[src/rtl/conv_pkg.sv]
// Shared constants for the RGB -> Y/YCbCr converter: Q8 coefficients,
// chroma offset helper, pipeline depth and output mode encoding.
package conv_pkg;

  typedef enum logic {
    MODE_Y   = 1'b0,
    MODE_YCC = 1'b1
  } mode_e;

  localparam int PIPE_LAT   = 3;
  localparam int Q_SHIFT    = 8;
  localparam int ROUND_HALF = 1 << (Q_SHIFT - 1);

  // Row = output (Y, Cb, Cr), column = input component (R, G, B).
  function automatic int coef(input int row, input int col);
    int c;
    c = 0;
    case (row)
      0: c = (col == 0) ?  77 : (col == 1) ?  150 :  29;
      1: c = (col == 0) ? -43 : (col == 1) ?  -85 : 128;
      default: c = (col == 0) ? 128 : (col == 1) ? -107 : -21;
    endcase
    return c;
  endfunction

  function automatic int cb_cr_offset(input int data_w);
    return 1 << (data_w - 1);
  endfunction

endpackage

[src/rtl/sync_fifo_fwft.sv]
// First-word-fall-through synchronous FIFO: array storage with a registered
// output word; level counts the output register plus stored words.
module sync_fifo_fwft #(
  parameter int WIDTH = 24,
  parameter int DEPTH = 16
) (
  input  logic                       clk,
  input  logic                       srst,
  input  logic [WIDTH-1:0]           din,
  input  logic                       wr_en,
  input  logic                       rd_en,
  output logic [WIDTH-1:0]           dout,
  output logic                       full,
  output logic                       empty,
  output logic [$clog2(DEPTH):0]     level
);

  localparam int AW = $clog2(DEPTH);

  logic [WIDTH-1:0] mem [DEPTH];
  logic [AW:0]      wr_ptr_reg;
  logic [AW:0]      rd_ptr_reg;
  logic [AW:0]      level_reg;
  logic             out_valid_reg;
  logic [WIDTH-1:0] dout_reg;

  logic push;
  logic pop;
  logic load;

  assign full  = (level_reg >= (AW+1)'(DEPTH));
  assign empty = !out_valid_reg;
  assign level = level_reg;
  assign dout  = dout_reg;

  assign push = wr_en && !full;
  assign pop  = rd_en && out_valid_reg;
  // Refill the output register when it is free or being consumed this cycle.
  assign load = (wr_ptr_reg != rd_ptr_reg) && (!out_valid_reg || pop);

  always_ff @(posedge clk) begin
    if (push) begin
      mem[wr_ptr_reg[AW-1:0]] <= din;
    end
    if (load) begin
      dout_reg <= mem[rd_ptr_reg[AW-1:0]];
    end
  end

  always_ff @(posedge clk) begin
    if (srst) begin
      wr_ptr_reg    <= '0;
      rd_ptr_reg    <= '0;
      level_reg     <= '0;
      out_valid_reg <= 1'b0;
    end else begin
      if (push) begin
        wr_ptr_reg <= wr_ptr_reg + 1'b1;
      end
      if (load) begin
        rd_ptr_reg    <= rd_ptr_reg + 1'b1;
        out_valid_reg <= 1'b1;
      end else if (pop) begin
        out_valid_reg <= 1'b0;
      end
      case ({push, pop})
        2'b10:   level_reg <= level_reg + 1'b1;
        2'b01:   level_reg <= level_reg - 1'b1;
        default: level_reg <= level_reg;
      endcase
    end
  end

endmodule

[src/rtl/conv_rgb2ycc.sv]
// Streaming RGB -> Y / YCbCr converter, 3-stage free-running pipeline into a
// FWFT FIFO with credit flow control. Define CONV_RGB2YCC_ROUND_EN for rounding.
module conv_rgb2ycc
  import conv_pkg::*;
#(
  parameter int DATA_W     = 8,
  parameter int FIFO_DEPTH = 16,
  parameter int COEF_W     = 9
) (
  input  logic                          clk,
  input  logic                          srst,
  input  logic [3*DATA_W-1:0]           din,
  input  logic                          mode,
  input  logic                          wr_en,
  input  logic                          rd_en,
  output logic [3*DATA_W-1:0]           dout,
  output logic                          full,
  output logic                          empty,
  output logic [$clog2(FIFO_DEPTH):0]   count,
  output logic                          ovf
);

  localparam int CNT_W  = $clog2(FIFO_DEPTH) + 1;
  localparam int PROD_W = DATA_W + COEF_W + 1;
  localparam int SUM_W  = PROD_W + 2;

  logic [2:0][DATA_W-1:0]     comp;
  logic signed [PROD_W-1:0]   prod_reg [3][3];
  logic signed [SUM_W-1:0]    sum_reg  [3];
  logic [2:0][DATA_W-1:0]     res_next;
  logic [2:0][DATA_W-1:0]     res_reg;
  logic                       v1_reg, v2_reg, v3_reg;
  mode_e                      m1_reg, m2_reg, m3_reg;
  logic                       ovf_reg;
  logic                       accept;
  logic [3*DATA_W-1:0]        fifo_din;
  logic [CNT_W-1:0]           fifo_level;
  logic                       fifo_full_unused;

  // comp[0]=R, comp[1]=G, comp[2]=B; R sits in the MSBs of din.
  genvar gi;
  generate
    for (gi = 0; gi < 3; gi++) begin : g_comp
      assign comp[gi] = din[(3-gi)*DATA_W-1 -: DATA_W];
    end
  endgenerate

  // Credits come only from registered state, so a read frees space next cycle.
  assign count  = fifo_level + CNT_W'(v1_reg) + CNT_W'(v2_reg) + CNT_W'(v3_reg);
  assign full   = (count >= CNT_W'(FIFO_DEPTH));
  assign accept = wr_en && !full;
  assign ovf    = ovf_reg;

  always_ff @(posedge clk) begin
    for (int i = 0; i < 3; i++) begin
      for (int j = 0; j < 3; j++) begin
        prod_reg[i][j] <= PROD_W'($signed({1'b0, comp[j]})) *
                          PROD_W'(COEF_W'(coef(i, j)));
      end
      if (i != 0 && m1_reg == MODE_Y) begin
        sum_reg[i] <= '0;
      end else begin
        sum_reg[i] <= SUM_W'(prod_reg[i][0]) + SUM_W'(prod_reg[i][1]) +
                      SUM_W'(prod_reg[i][2]);
      end
    end
    res_reg <= res_next;
    m1_reg  <= mode_e'(mode);
    m2_reg  <= m1_reg;
    m3_reg  <= m2_reg;
  end

  always_ff @(posedge clk) begin
    if (srst) begin
      v1_reg  <= 1'b0;
      v2_reg  <= 1'b0;
      v3_reg  <= 1'b0;
      ovf_reg <= 1'b0;
    end else begin
      v1_reg <= accept;
      v2_reg <= v1_reg;
      v3_reg <= v2_reg;
      if (wr_en && full) begin
        ovf_reg <= 1'b1;
      end
    end
  end

  generate
    for (gi = 0; gi < 3; gi++) begin : g_post
      localparam int OFFSET_I = (gi == 0) ? 0 : cb_cr_offset(DATA_W);
      localparam logic signed [SUM_W-1:0] SAT_MAX = SUM_W'((1 << DATA_W) - 1);
      logic signed [SUM_W-1:0] biased;
      logic signed [SUM_W-1:0] shifted;
      logic [DATA_W-1:0]       res_ch;

      always_comb begin
`ifdef CONV_RGB2YCC_ROUND_EN
        biased = sum_reg[gi] + SUM_W'(ROUND_HALF);
`else
        biased = sum_reg[gi];
`endif
        shifted = (biased >>> Q_SHIFT) + SUM_W'(OFFSET_I);
        res_ch  = shifted[DATA_W-1:0];
        if (shifted < 0) begin
          res_ch = '0;
        end else if (shifted > SAT_MAX) begin
          res_ch = '1;
        end
      end

      assign res_next[gi] = res_ch;
    end
  endgenerate

  assign fifo_din = (m3_reg == MODE_YCC) ? {res_reg[0], res_reg[1], res_reg[2]}
                                         : {{(2*DATA_W){1'b0}}, res_reg[0]};

  sync_fifo_fwft #(
    .WIDTH (3*DATA_W),
    .DEPTH (FIFO_DEPTH)
  ) u_fifo (
    .clk   (clk),
    .srst  (srst),
    .din   (fifo_din),
    .wr_en (v3_reg),
    .rd_en (rd_en),
    .dout  (dout),
    .full  (fifo_full_unused),
    .empty (empty),
    .level (fifo_level)
  );

endmodule

[config.mk]
export PLATFORM = sky130hd
export DESIGN_NAME = conv_rgb2ycc
export DESIGN_NICKNAME = d
export VERILOG_FILES = /design/src/rtl/conv_pkg.sv /design/src/rtl/sync_fifo_fwft.sv /design/src/rtl/conv_rgb2ycc.sv
export SDC_FILE = /design/constraint.sdc
export NUM_CORES = 1
export LEC_CHECK = 0
export ABC_AREA = 1
export BUFFER_PORTS_ARGS = -buffer_cell sky130_fd_sc_hd__buf_2
export CELL_PAD_IN_SITES_DETAIL_PLACEMENT = 1
export CELL_PAD_IN_SITES_GLOBAL_PLACEMENT = 1
export CORE_UTILIZATION = 25
export DETAILED_ROUTE_END_ITERATION = 8
export PLACE_DENSITY = 0.55
export SETUP_SLACK_MARGIN = 0.15
export SYNTH_ARGS = -nofsm -noshare
export SYNTH_HDL_FRONTEND = slang
export SYNTH_SLANG_ARGS = --single-unit
[constraint.sdc]
create_clock -name clk -period 12.2 [get_ports clk]
set_input_delay 3.66 -clock clk [delete_from_list [all_inputs] [get_ports clk]]
set_output_delay 3.66 -clock clk [all_outputs]
set_load 0.02 [all_outputs]
Word-level counts from Yosys, hierarchy flattened:

Memory sizes are Yosys's and may differ from the RTL's. A register that Yosys moved wholly into a read port is not among the register bits.
Index checks and enable logic that the tools add are counted.

* input bits: 29
* memories kept: 3
* logic and storage cells: 76
* output and inout port bits: 32
* RAM bits: 606
* register bits: 47

Memories
* u_fifo.mem: words 16, width 24, read ports 1, clocked after memory_dff 1, write ports 1, RTL line sync_fifo_fwft.sv:20 `logic [WIDTH-1:0] mem [DEPTH];`
* prod_reg: words 3, width 54, read ports 3, clocked after memory_dff 0, write ports 3, RTL line conv_rgb2ycc.sv:28 `logic signed [PROD_W-1:0] prod_reg [3][3];`
* sum_reg: words 3, width 20, read ports 3, clocked after memory_dff 0, write ports 3, RTL line conv_rgb2ycc.sv:29 `logic signed [SUM_W-1:0] sum_reg [3];`

* reduce and logical (&&, ||, !) cells: 11
* add/subtract/negate cells: 15
* order comparisons: 8
* multiplexer cells: 13
* eq/ne operators: 3
* multipliers: 7
* bitwise operators: 2

Operator list (count)
* adder 19 x 18 -> 20 bit: 3
* adder 18 x 18 -> 19 bit: 3
* 2-to-1 mux 20 bit: 2
* multiplier 9 x 8 -> 17 bit, second input constant: 2
* multiplier 8 x 7 -> 15 bit, second input constant: 2
* adder 12 x 9 -> 13 bit, second input constant: 2
* greater-than comparator 13 x 9 -> 1 bit, second input constant: 2
* less-than comparator 13 x 1 -> 1 bit, second input constant: 2
* 2-to-1 mux 24 bit: 1
* 2-to-1 mux 8 bit: 3
* multiplier 9 x 7 -> 16 bit, second input constant: 1
* adder 5 x 1 -> 5 bit: 3
* adder 5 x 1 -> 5 bit, second input constant: 3
* multiplier 9 x 6 -> 15 bit, second input constant: 1
* multiplier 8 x 5 -> 13 bit, second input constant: 1
* greater-than comparator 12 x 9 -> 1 bit, second input constant: 1
* less-than comparator 12 x 1 -> 1 bit, second input constant: 1
* greater-or-equal comparator 5 bit, second input constant: 2
* case mux 5 bit (2 select lines): 1
* 2-to-1 mux 1 bit: 6
* logical AND 1 bit: 5
* inequality test 5 bit: 1
* subtractor 5 x 1 -> 5 bit, second input constant: 1
* nonzero test 2 bit: 2
* other kinds (5): 8

Longest topological paths before layout:

Gate-level depths: netlist of run 1.

* depth after elaboration: 6
* depth in mapped cells: 16
* depth with buffers taken out: 16

Modules after synthesis:

A second synthesis of run 1 with hierarchy kept.

* cells, all modules: 2910
* area total of the unflattened synthesis: 31327.5 µm²

Modules (own cells, without submodules)
* sync_fifo_fwft: cells an instance 1280, instances 1, sequential area each 12572.1 µm², area an instance 16734.8 µm²
* conv_rgb2ycc: cells an instance 1630, instances 1, sequential area each 3523.4 µm², area an instance 14592.7 µm²

Worst setup path before layout of run 1:

OpenSTA, ideal clock, no wires.

* path kind: input to register
* start point: input din[9]
* end point: memory prod_reg[1][32] (netlist bit)
* stages: 13
* arrival: 6567 ps
* required time: 12073 ps
* setup slack: 5506 ps
* path through: inv_1 -> ha_1 -> fa_1 -> fa_1 -> inv_1 -> fa_1 -> inv_1 -> ha_1 -> nand2_1 -> nor2_1 -> a21oi_1 -> o21ai_0 -> xor2_1

RTL lines
* from (decl): RTL line conv_rgb2ycc.sv:12 `input logic [3*DATA_W-1:0] din,`
* to (decl): RTL line conv_rgb2ycc.sv:28

==> flow_summary.json, run 1 <==
{
  "cp_slowest_cell": "fa_1",
  "rsz0062_at_grt": "no",
  "htree_levels": 3,
  "cp_cell_sequence": "buf_2 -> inv_1 -> ha_1 -> fa_1 -> fa_1 -> fa_1 -> inv_1 -> ha_1 -> a21oi_1 -> o21ai_0 -> a21oi_1 -> o21ai_0 -> xor2_1",
  "drive_above_1_share_pct": 7.40,
  "grt_pass1_wl_um": 133000,
  "detail_route.wirelength_um": 86600,
  "crit_path_max_incr_delay_ns": 0.54,
  "clk_pin_slew_ns": 0.06,
  "post_cts_buffers": 0,
  "min_path_type": "flip-flop to flip-flop",
  "routedWlPerCell_um": 18.6,
  "cts_buffers": 71,
  "crit_path_end_kind": "flip-flop",
  "clk_latency_ns": 0.65,
  "yosysWarnings": 0,
  "intPower_uw": 5050,
  "dr.pass1.iters": 7,
  "rows": 129,
  "grt_antenna_before_repair": 0,
  "crit_path_frequent_cell": "fa_1",
  "post_dp_cell_area_um2": 33500,
  "drv_slew": 0,
  "syn_to_final_growth_pct": 14.1,
  "worst-path-buf-inv": 3,
  "synth_area_um2": 31300,
  "die_h_um": 356,
  "die_w_um": 356,
  "power.net_switching_uw": 3620,
  "grt_max_degree": 195,
  "vdd_drop_max_mv": 0.151,
  "post-dp-hpwl_um": 59100,
  "vias": 20700,
  "startpoint_type": "input port",
  "synth-seq-cells": 600,
  "setup_tns_ns": 0,
  "nets": 3444,
  "finalCritPeriodShare_pct": 53.8,
  "gr-total-overflow": 0,
  "drtAntennaViolNets": 0,
  "synthDominantCellAreaShare_pct": 39.1,
  "routed_via_density": 4.44,
  "status": "finished with violations",
  "n_antenna_cell": 0,
  "postCtsResizedCells": 0,
  "drc_errors": 8,
  "p_per_area_nw_per_um2": 243,
  "core_um2": 124000,
  "p_leak_uw": 0.0146,
  "critical_path_class": "input port to flip-flop",
  "cts_tree": "yes",
  "setup_viol": 0,
  "cts.sinks": 600,
  "fmax_mhz": 152,
  "yosys.area.top_type": "edfxtp_1",
  "gp_congestion": 0.805,
  "wl_met3_um": 2540,
  "port_buffers": 60,
  "required_ns": 12.70,
  "syn_area_per_cell_um2": 10.8,
  "finalCriticalPeriod_ns": 6.57,
  "syn_nets": 3377,
  "crit_fanout": 9,
  "power_frac_clock_pct": 23.5,
  "dr_wl_met2_um": 42000,
  "final_cell_area_um2": 35700,
  "cts_root_buf": "clkbuf_16",
  "grt_pass1_vias": 21800,
  "synth_cells": 2911,
  "worst_slew_pin_slew_ns": 1.16,
  "violations": "DRC",
  "dieArea_um2": 127000,
  "start_util_pct": 25.2,
  "worst_ep_arrival_time_ns": 7.06,
  "drt_iter0_markers": 903,
  "wl_met1_um": 39200,
  "yosysUniqueCellTypes": 43,
  "clock_path_buffers": 3,
  "grt.total_usage_pct": 13.8,
  "crit_family": "adder cells",
  "seqPwrFrac_pct": 33.4,
  "power_frac_comb_pct": 43.0,
  "netlist_top_cells_area": "edfxtp_1 (39%), ha_1 (13%), dfxtp_1 (12%)",
  "max-slew-margin-rel_pct": 22.4,
  "yosysSeqAreaShare_pct": 51.4,
  "largest_register_ffs": 384,
  "swShare_pct": 41.7,
  "finalHoldViolations": 0,
  "finClkSkew_ns": 0.0436,
  "io_pins": 61,
  "routed.top_layer": "met4",
  "postCtsHoldBufs": 0,
  "cap_violations": 0
}
-- through the flow --
step	setup WS, ns	hold slack [ns]	instances	utilization [%]	power [uW]
finish	5.63	0.340	4666	28.8	8670
global route	5.41	0.358	4666	28.8	9390
CTS	5.61	0.348	4666	28.8	8820
detailed placement	4.97	0.318	4542	27.0	6720
global placement	5.04	0.311	4542	27.0	6710
floorplan	5.51	0.310	2911	-	5510
-- cells in the mapped netlist --
master     instances
clkinv_2           1
edfxtp_1         408
o21ai_0          231
buf_2             19
buf_1              2
buf_6             11
xor2_1            65
a21oi_2            1
o21ai_1           18
and2_1             1
buf_8              1
o22ai_1           57
nor2_1           345
buf_4              8
nand2_4            1
o211ai_2           5
dfxtp_1          192
xor2_2             1
fa_1             100
a21o_1             6
a211oi_1           2
inv_1            304
nor3_1            18
a21oi_1          149
xnor2_1           21
nand4_1           13
nand3_2            1
nand2_1          331
o21a_1             5
mux2_2             8
o311ai_0           1
nand3_1          129
o21bai_1          14
inv_2              4
clkbuf_1          35
or2_2              9
o221ai_1          39
a31oi_1            4
o211ai_1           6
o2111ai_1          2
nand3b_1           1
ha_1             337
clkbuf_2           5
-- layer usage --
| layer | GRT usage [%] | vias up |
|---|---|---|
| met5 | 0 | - |
| met4 | 5.15 | 0 |
| met3 | 2.04 | 132 |
| met2 | 23.7 | 258 |
| met1 | 17.3 | 10100 |
| li1 | - | 10200 |
-- power groups by stage --
stage               combinational (uW)  clock, uW  sequential, uW
floorplan                         2670          0            2840
global placement                  3760          0            2950
detailed placement                3770          0            2950
CTS                               3800       2110            2910
global route                      4280       2180            2930
finish                            3730       2040            2900
-- path summary, 6_finish.rpt --
kind	from	to	slack, ns	cells past startpoint
worst max-delay path	din[12]	prod_reg[2][29]	5.63	13
worst min register to register	m2_reg	m3_reg	0.34	0
worst max register to register	u_fifo.rd_ptr_reg[3]	u_fifo.dout[15]	9.60	6
worst min-delay path	m2_reg	m3_reg	0.34	0
-- placed cells by master, fill, tap and decap left out, types with 39 or more instances in the layout --
cell type  instances
nor2_1           328
nand2_1          331
dfxtp_1          189
a21oi_1          149
edfxtp_1         408
o221ai_1          39
o21ai_0          231
o22ai_1           57
inv_1            304
nand3_1          129
clkbuf_16         71
ha_1             337
buf_2             60
xor2_1            65
fa_1             100
-- worst register-to-register path: stages, from the launching register on --
cell,delay [ns]
dfxtp_1,0.34
inv_2,0.66
nand2_1,0.13
a21oi_1,0.22
nand3_2,0.12
nand2_4,0.13
clkinv_2,0.49
-- cell families after synthesis --
logic type	after synthesis	synth area share, %
and+or+nand+nor	849	11.0
DFF	600	51.4
AOI/OAI and AO/OA	540	9.78
adders and majority gates	437	19.9
buffers and inverters	390	5.17
xor gates and xnor gates	87	2.46
muxes	8	0.288
-- area by class of cell --
cell class | instances | area, um2
Tap cell | 1637 | 2050
Fill cell | 14000 | 88300
Inverter | 309 | 1170
Clock inverter | 31 | 358
Clock buffer | 93 | 1890
Sequential cell | 600 | 16100
Multi-Input combinational cell | 1921 | 13700
Timing Repair Buffer | 75 | 425
Note: power is estimated with default switching activity, not from simulation.
==> run 2: changes to the inputs <==
--- a/config.mk
+++ b/config.mk
@@ -5,7 +5,7 @@
 export SDC_FILE = /design/constraint.sdc
 export NUM_CORES = 1
 export LEC_CHECK = 0
-export ABC_AREA = 1
+export ABC_AREA = 0
 export BUFFER_PORTS_ARGS = -buffer_cell sky130_fd_sc_hd__buf_2
 export CELL_PAD_IN_SITES_DETAIL_PLACEMENT = 1
 export CELL_PAD_IN_SITES_GLOBAL_PLACEMENT = 1
==> constraint.sdc (replaced) <==
create_clock -name clk -period 5.83 [get_ports clk]
set_input_delay 1.749 -clock clk [delete_from_list [all_inputs] [get_ports clk]]
set_output_delay 1.749 -clock clk [all_outputs]
set_load 0.02 [all_outputs]
==> flow_summary.json, run 2 <==
{
  "status": "complete, no violations",
  "syn_area_per_cell_um2": 14.1,
  "n_antenna_cell": 0,
  "worst_ep_arrival_time_ns": 5.52,
  "clk_pin_slew_ns": 0.06,
  "finalHoldViolations": 0,
  "clk_latency_ns": 0.62,
  "power_frac_comb_pct": 38.7,
  "cts_buffers": 67,
  "vias": 17200,
  "drv_slew": 0,
  "syn_nets": 2620,
  "max-slew-margin-rel_pct": 27.7,
  "yosysSeqAreaShare_pct": 53.0,
  "gr-total-overflow": 0,
  "core_um2": 120000,
  "gp_congestion": 0.809,
  "crit_fanout": 9,
  "endpoint": "prod_reg[1][35]",
  "yosys.area.top_type": "edfxtp_1",
  "crit_path_frequent_cell": "fa_1",
  "crit_path_max_incr_delay_ns": 0.55,
  "yosysUniqueCellTypes": 65,
  "final_common_cell": "edfxtp_1",
  "largest_register_ffs": 384,
  "die_w_um": 351,
  "setup_viol": 0,
  "synth_edf_count": 408,
  "cp_cell_sequence": "buf_2 -> ha_1 -> fa_1 -> fa_1 -> inv_1 -> fa_1 -> inv_1 -> ha_1 -> o21ai_0 -> o21ai_0 -> a21o_1 -> a31oi_1 -> nor4_1 -> and4b_1",
  "cap_violations": 0,
  "grt_antenna_before_repair": 2,
  "rows": 127,
  "grt_max_degree": 69,
  "cp_slowest_cell": "fa_1",
  "worst-path-buf-inv": 3,
  "synth_area_um2": 30400,
  "crit_family": "adder cells",
  "syn_to_final_growth_pct": 14.9,
  "synth_most_common_cell": "edfxtp_1",
  "postCtsHoldBufs": 0,
  "grt_pass1_vias": 18900,
  "swShare_pct": 35.6,
  "power_frac_clock_pct": 25.2,
  "finalCritPeriodShare_pct": 86.3,
  "detail_route.wirelength_um": 74300,
  "finalCriticalPeriod_ns": 5.03,
  "cts_root_buf": "clkbuf_16",
  "min_path_type": "flip-flop to flip-flop",
  "drive_above_1_share_pct": 14.2,
  "startpoint_type": "input port",
  "power.net_switching_uw": 5800,
  "required_ns": 6.32,
  "worstSetupStartpoint": "din[11]",
  "n_fill_cell": 13000,
  "port_buffers": 60,
  "vdd_drop_max_mv": 0.224,
  "rrSetupSlack_ns": 2.74,
  "grt.total_usage_pct": 12.2,
  "setup_tns_ns": 0,
  "intPower_uw": 10500,
  "post_cts_buffers": 0,
  "final_cell_mix": "edfxtp_1 (408), ha_1 (337), inv_1 (194)",
  "drc_errors": 0,
  "nets": 2726,
  "routedWlPerCell_um": 18.9,
  "worst_slew_pin_slew_ns": 1.08,
  "drt_iter0_markers": 667,
  "p_per_area_nw_per_um2": 467,
  "start_util_pct": 25.3,
  "drtAntennaViolNets": 0,
  "postCtsResizedCells": 0,
  "seqPwrFrac_pct": 36.1,
  "post-dp-hpwl_um": 52500,
  "whs_ns": 0.325,
  "synthDominantCellAreaShare_pct": 40.3,
  "crit_path_end_kind": "flip-flop",
  "finClkSkew_ns": 0.0268,
  "netlist_top_cells_area": "edfxtp_1 (40%), ha_1 (14%), dfxtp_1 (13%)",
  "fmax_mhz": 199,
  "rsz0062_at_grt": "no",
  "worst-path-stages": 14,
  "die_h_um": 351,
  "htree_levels": 3,
  "p_leak_uw": 0.0135,
  "timing.rr.end": "sum_reg[2][9]",
  "routed_via_density": 4.40,
  "critical_path_class": "input port to flip-flop",
  "yosysWarnings": 0,
  "grt_pass1_wl_um": 114000,
  "worstReg2RegStart": "prod_reg[2][43]",
  "dieArea_um2": 123000,
  "synth_cells": 2154,
  "async_flop_share_pct": 0,
  "cts.sinks": 600,
  "io_pins": 61,
  "synth_ff_type": "edfxtp_1",
  "clock_path_buffers": 3,
  "rr_worst_depth": 6,
  "synth_commonest_cells": "edfxtp_1 (408), ha_1 (337), inv_1 (194)",
  "dr.pass1.iters": 4,
  "synth-seq-cells": 600,
  "cts_tree": "yes"
}
-- run 2: worst min-delay path by stage --
| stage | slack (ns) | to | cells past startpoint | startpoint |
|---|---|---|---|---|
| after global routing | 0.33 | m3_reg | 0 | m2_reg |
| after CTS | 0.33 | m3_reg | 0 | m2_reg |
| final | 0.32 | m3_reg | 0 | m2_reg |
| after detailed placement | 0.31 | m3_reg | 0 | m2_reg |
| after floorplan | 0.31 | m3_reg | 0 | m2_reg |
| after global placement | 0.31 | m3_reg | 0 | m2_reg |
-- run 2: layout make-up --
class | count | area (um2) | area share, %
repair buffers | 88 | 523 | 1.50
inverters | 194 | 728 | 2.09
clock inverters | 30 | 282 | 0.806
flip-flops and latches | 600 | 16100 | 46.1
clock buffers | 89 | 1860 | 5.34
well taps | 1612 | 2020 | 5.78
multi-input cells | 1309 | 13400 | 38.4
-- run 2: metrics by stage --
| step | total power (uW) | cells | util [%] | worst slack, ns | instance area, um2 |
|---|---|---|---|---|---|
| 5_1_grt | 17400 | 3922 | 29.0 | 0.624 | 34900 |
| 3_5_place_dp | 12400 | 3803 | 27.2 | 0.202 | 32800 |
| 4_1_cts | 16600 | 3922 | 29.0 | 0.844 | 34900 |
| 3_3_place_gp | 12200 | 3803 | 27.2 | 0.361 | 32800 |
| 6_report | 16300 | 3922 | 29.0 | 0.801 | 34900 |
| 2_1_floorplan | 10400 | 2154 | - | 0.732 | 30400 |
-- run 2: power by group through the flow --
stage	sequential (uW)	combinational, uW	clock, uW
4_1_cts	5920	6410	4260
5_1_grt	5960	7070	4400
3_5_place_dp	6000	6350	0
6_report	5890	6300	4110
2_1_floorplan	5790	4630	0
3_3_place_gp	5990	6160	0
-- run 2: logic make-up after synthesis --
family                     synth area share [%]
DFF                                        53.0
adders and majority gates                  20.5
and+or+nand+nor                            5.76
AOI/OAI and AO/OA                          6.66
buffers and inverters                      3.23
muxes                                      8.46
xor gates and xnor gates                   2.48
-- run 2: layer usage --
layer | part of all wire, % | vias to the layer above | GRT usage, %
li1 | - | 8137 | -
met1 | 44 | 8800 | 15.2
met2 | 50 | 206 | 21.8
met3 | 2.8 | 98 | 1.72
met4 | 2.4 | 2 | 3.40
met5 | 0.018 | - | 0
==> run 3: changes to the inputs <==
--- a/config.mk
+++ b/config.mk
@@ -9,9 +9,9 @@
 export BUFFER_PORTS_ARGS = -buffer_cell sky130_fd_sc_hd__buf_2
 export CELL_PAD_IN_SITES_DETAIL_PLACEMENT = 1
 export CELL_PAD_IN_SITES_GLOBAL_PLACEMENT = 1
-export CORE_UTILIZATION = 25
+export CORE_UTILIZATION = 35
 export DETAILED_ROUTE_END_ITERATION = 8
-export PLACE_DENSITY = 0.55
+export PLACE_DENSITY = 0.69
 export SETUP_SLACK_MARGIN = 0.15
 export SYNTH_ARGS = -nofsm -noshare
 export SYNTH_HDL_FRONTEND = slang
==> flow_summary.json, run 3 (same netlist as run 2, synthesis figures left out) <==
{
  "status": "complete, no violations",
  "worst_slew_pin_slew_ns": 1.17,
  "nets": 2719,
  "dieArea_um2": 88000,
  "clk_latency_ns": 0.65,
  "p_leak_uw": 0.0134,
  "crit_path_end_kind": "flip-flop",
  "required_ns": 6.33,
  "rrSetupSlack_ns": 2.78,
  "use_met2_pct": 30.8,
  "gr-total-overflow": 0,
  "postCtsResizedCells": 0,
  "largest_register_ffs": 384,
  "min_path_type": "flip-flop to flip-flop",
  "drt_iter0_markers": 789,
  "critical_path_class": "input port to flip-flop",
  "p_per_area_nw_per_um2": 463,
  "routed_via_density": 5.04,
  "cts_root_buf": "clkbuf_16",
  "finalCriticalPeriod_ns": 4.98,
  "rsz0062_at_grt": "no",
  "cts_tree": "yes",
  "port_buffers": 60,
  "grt_busiest_layer": "met2",
  "grt_antenna_before_repair": 3,
  "grt_max_degree": 53,
  "cap_violations": 0,
  "drtAntennaViolNets": 0,
  "io_pins": 61,
  "grt_pass1_wl_um": 109000,
  "cts_buffers": 60,
  "timing.rr.end": "u_fifo.mem[11][12]",
  "rows": 107,
  "grtUsageMet1_pct": 19.3,
  "max-slew-margin-rel_pct": 21.7,
  "grt_pass1_vias": 19100,
  "clock_path_buffers": 3,
  "finClkSkew_ns": 0.0464,
  "drc_errors": 0,
  "drv_slew": 0,
  "cts.sinks": 600,
  "gp_congestion": 0.812,
  "post-dp-hpwl_um": 50500,
  "setup_tns_ns": 0,
  "grt.total_usage_pct": 16.3,
  "detail_route.wirelength_um": 70900,
  "final_common_cell": "edfxtp_1",
  "clk_pin_slew_ns": 0.06,
  "setup_ws_ns": 0.845,
  "worstHoldStart": "m2_reg",
  "syn_to_final_growth_pct": 12.2,
  "die_w_um": 297,
  "worstReg2RegStart": "v3_reg",
  "rr_worst_depth": 4,
  "start_util_pct": 35.5,
  "crit_fanout": 6,
  "n_antenna_cell": 0,
  "vias": 17400,
  "final_cell_mix": "edfxtp_1 (408), ha_1 (337), inv_1 (194)",
  "setup_viol": 0,
  "finalCritPeriodShare_pct": 85.5,
  "post_cts_buffers": 0,
  "dp_slack_ns": 0.247,
  "htree_levels": 2,
  "vdd_drop_max_mv": 0.380,
  "fmax_mhz": 201,
  "holdPathEnd": "m3_reg",
  "postCtsHoldBufs": 0,
  "use_met3_pct": 1.98,
  "finalHoldViolations": 0,
  "core_um2": 85500,
  "drive_above_1_share_pct": 13.7,
  "worst_ep_arrival_time_ns": 5.48,
  "die_h_um": 297,
  "startpoint_type": "input port",
  "min_delay_path_depth": 0,
  "routedWlPerCell_um": 20.6,
  "dr.pass1.iters": 5
}
run 3: changes by cell type in the layout (fill, tap and decap cells not counted), sizes merged:
cell      before  now
clkbuf        89   70
clkinvlp       4    3
clkinv        23   32
bufinv         3    5
run 3: worst max-delay path by stage:
stage	from	endpoint	slack [ns]	cells after the start
5_1_grt	din[10]	prod_reg[1][35]	0.65	16
3_5_place_dp	din[10]	prod_reg[1][35]	0.25	16
4_1_cts	din[10]	prod_reg[1][35]	0.88	16
3_3_place_gp	din[12]	prod_reg[1][35]	0.37	15
2_1_floorplan	din[9]	prod_reg[1][35]	0.73	14
6_report	din[10]	prod_reg[1][35]	0.85	16
run 3: power breakdown:
group	total, uW	internal (uW)	leakage, uW	switching (uW)
combinational	6080	2650	0.00711	3430
sequential	5930	5450	0.00531	483
clock	3770	2120	0.000927	1650
run 3: cell type report:
cell class	instances	area [um2]
Tap cell	1144	1430
Clock buffer	70	1540
Clock inverter	40	392
Fill cell	8822	51500
Timing Repair Buffer	88	510
Sequential cell	600	16100
Inverter	194	728
Multi-Input combinational cell	1309	13400
run 3: per-layer routing:
metal  part of all wire (%)  vias up
li1                       -     8117
met2                     53      267
met4                    2.2        0
met3                    3.1       92
met1                     41     8884
met5                      0        -
run 3: metrics by stage:
step	util, %	instances	area, um2	power (uW)	hold slack, ns
6_report	39.9	3445	34100	15800	0.339
5_1_grt	39.9	3445	34100	16900	0.352
4_1_cts	39.9	3445	34100	16000	0.349
3_5_place_dp	37.6	3335	32200	12100	0.318
3_3_place_gp	37.6	3335	32200	11900	0.312
2_1_floorplan	-	2154	30400	10400	0.310
run 3: critical path, cell delays in order:
cell and delay [ns]:
buf_2 0.17, inv_1 0.09, ha_1 0.30, inv_1 0.14
ha_1 0.27, fa_1 0.50, inv_1 0.06, fa_1 0.53
inv_1 0.04, ha_1 0.34, o21ai_0 0.25, o21ai_0 0.17
a21o_1 0.20, a31oi_1 0.34, nand4b_1 0.14, and4b_1 0.19
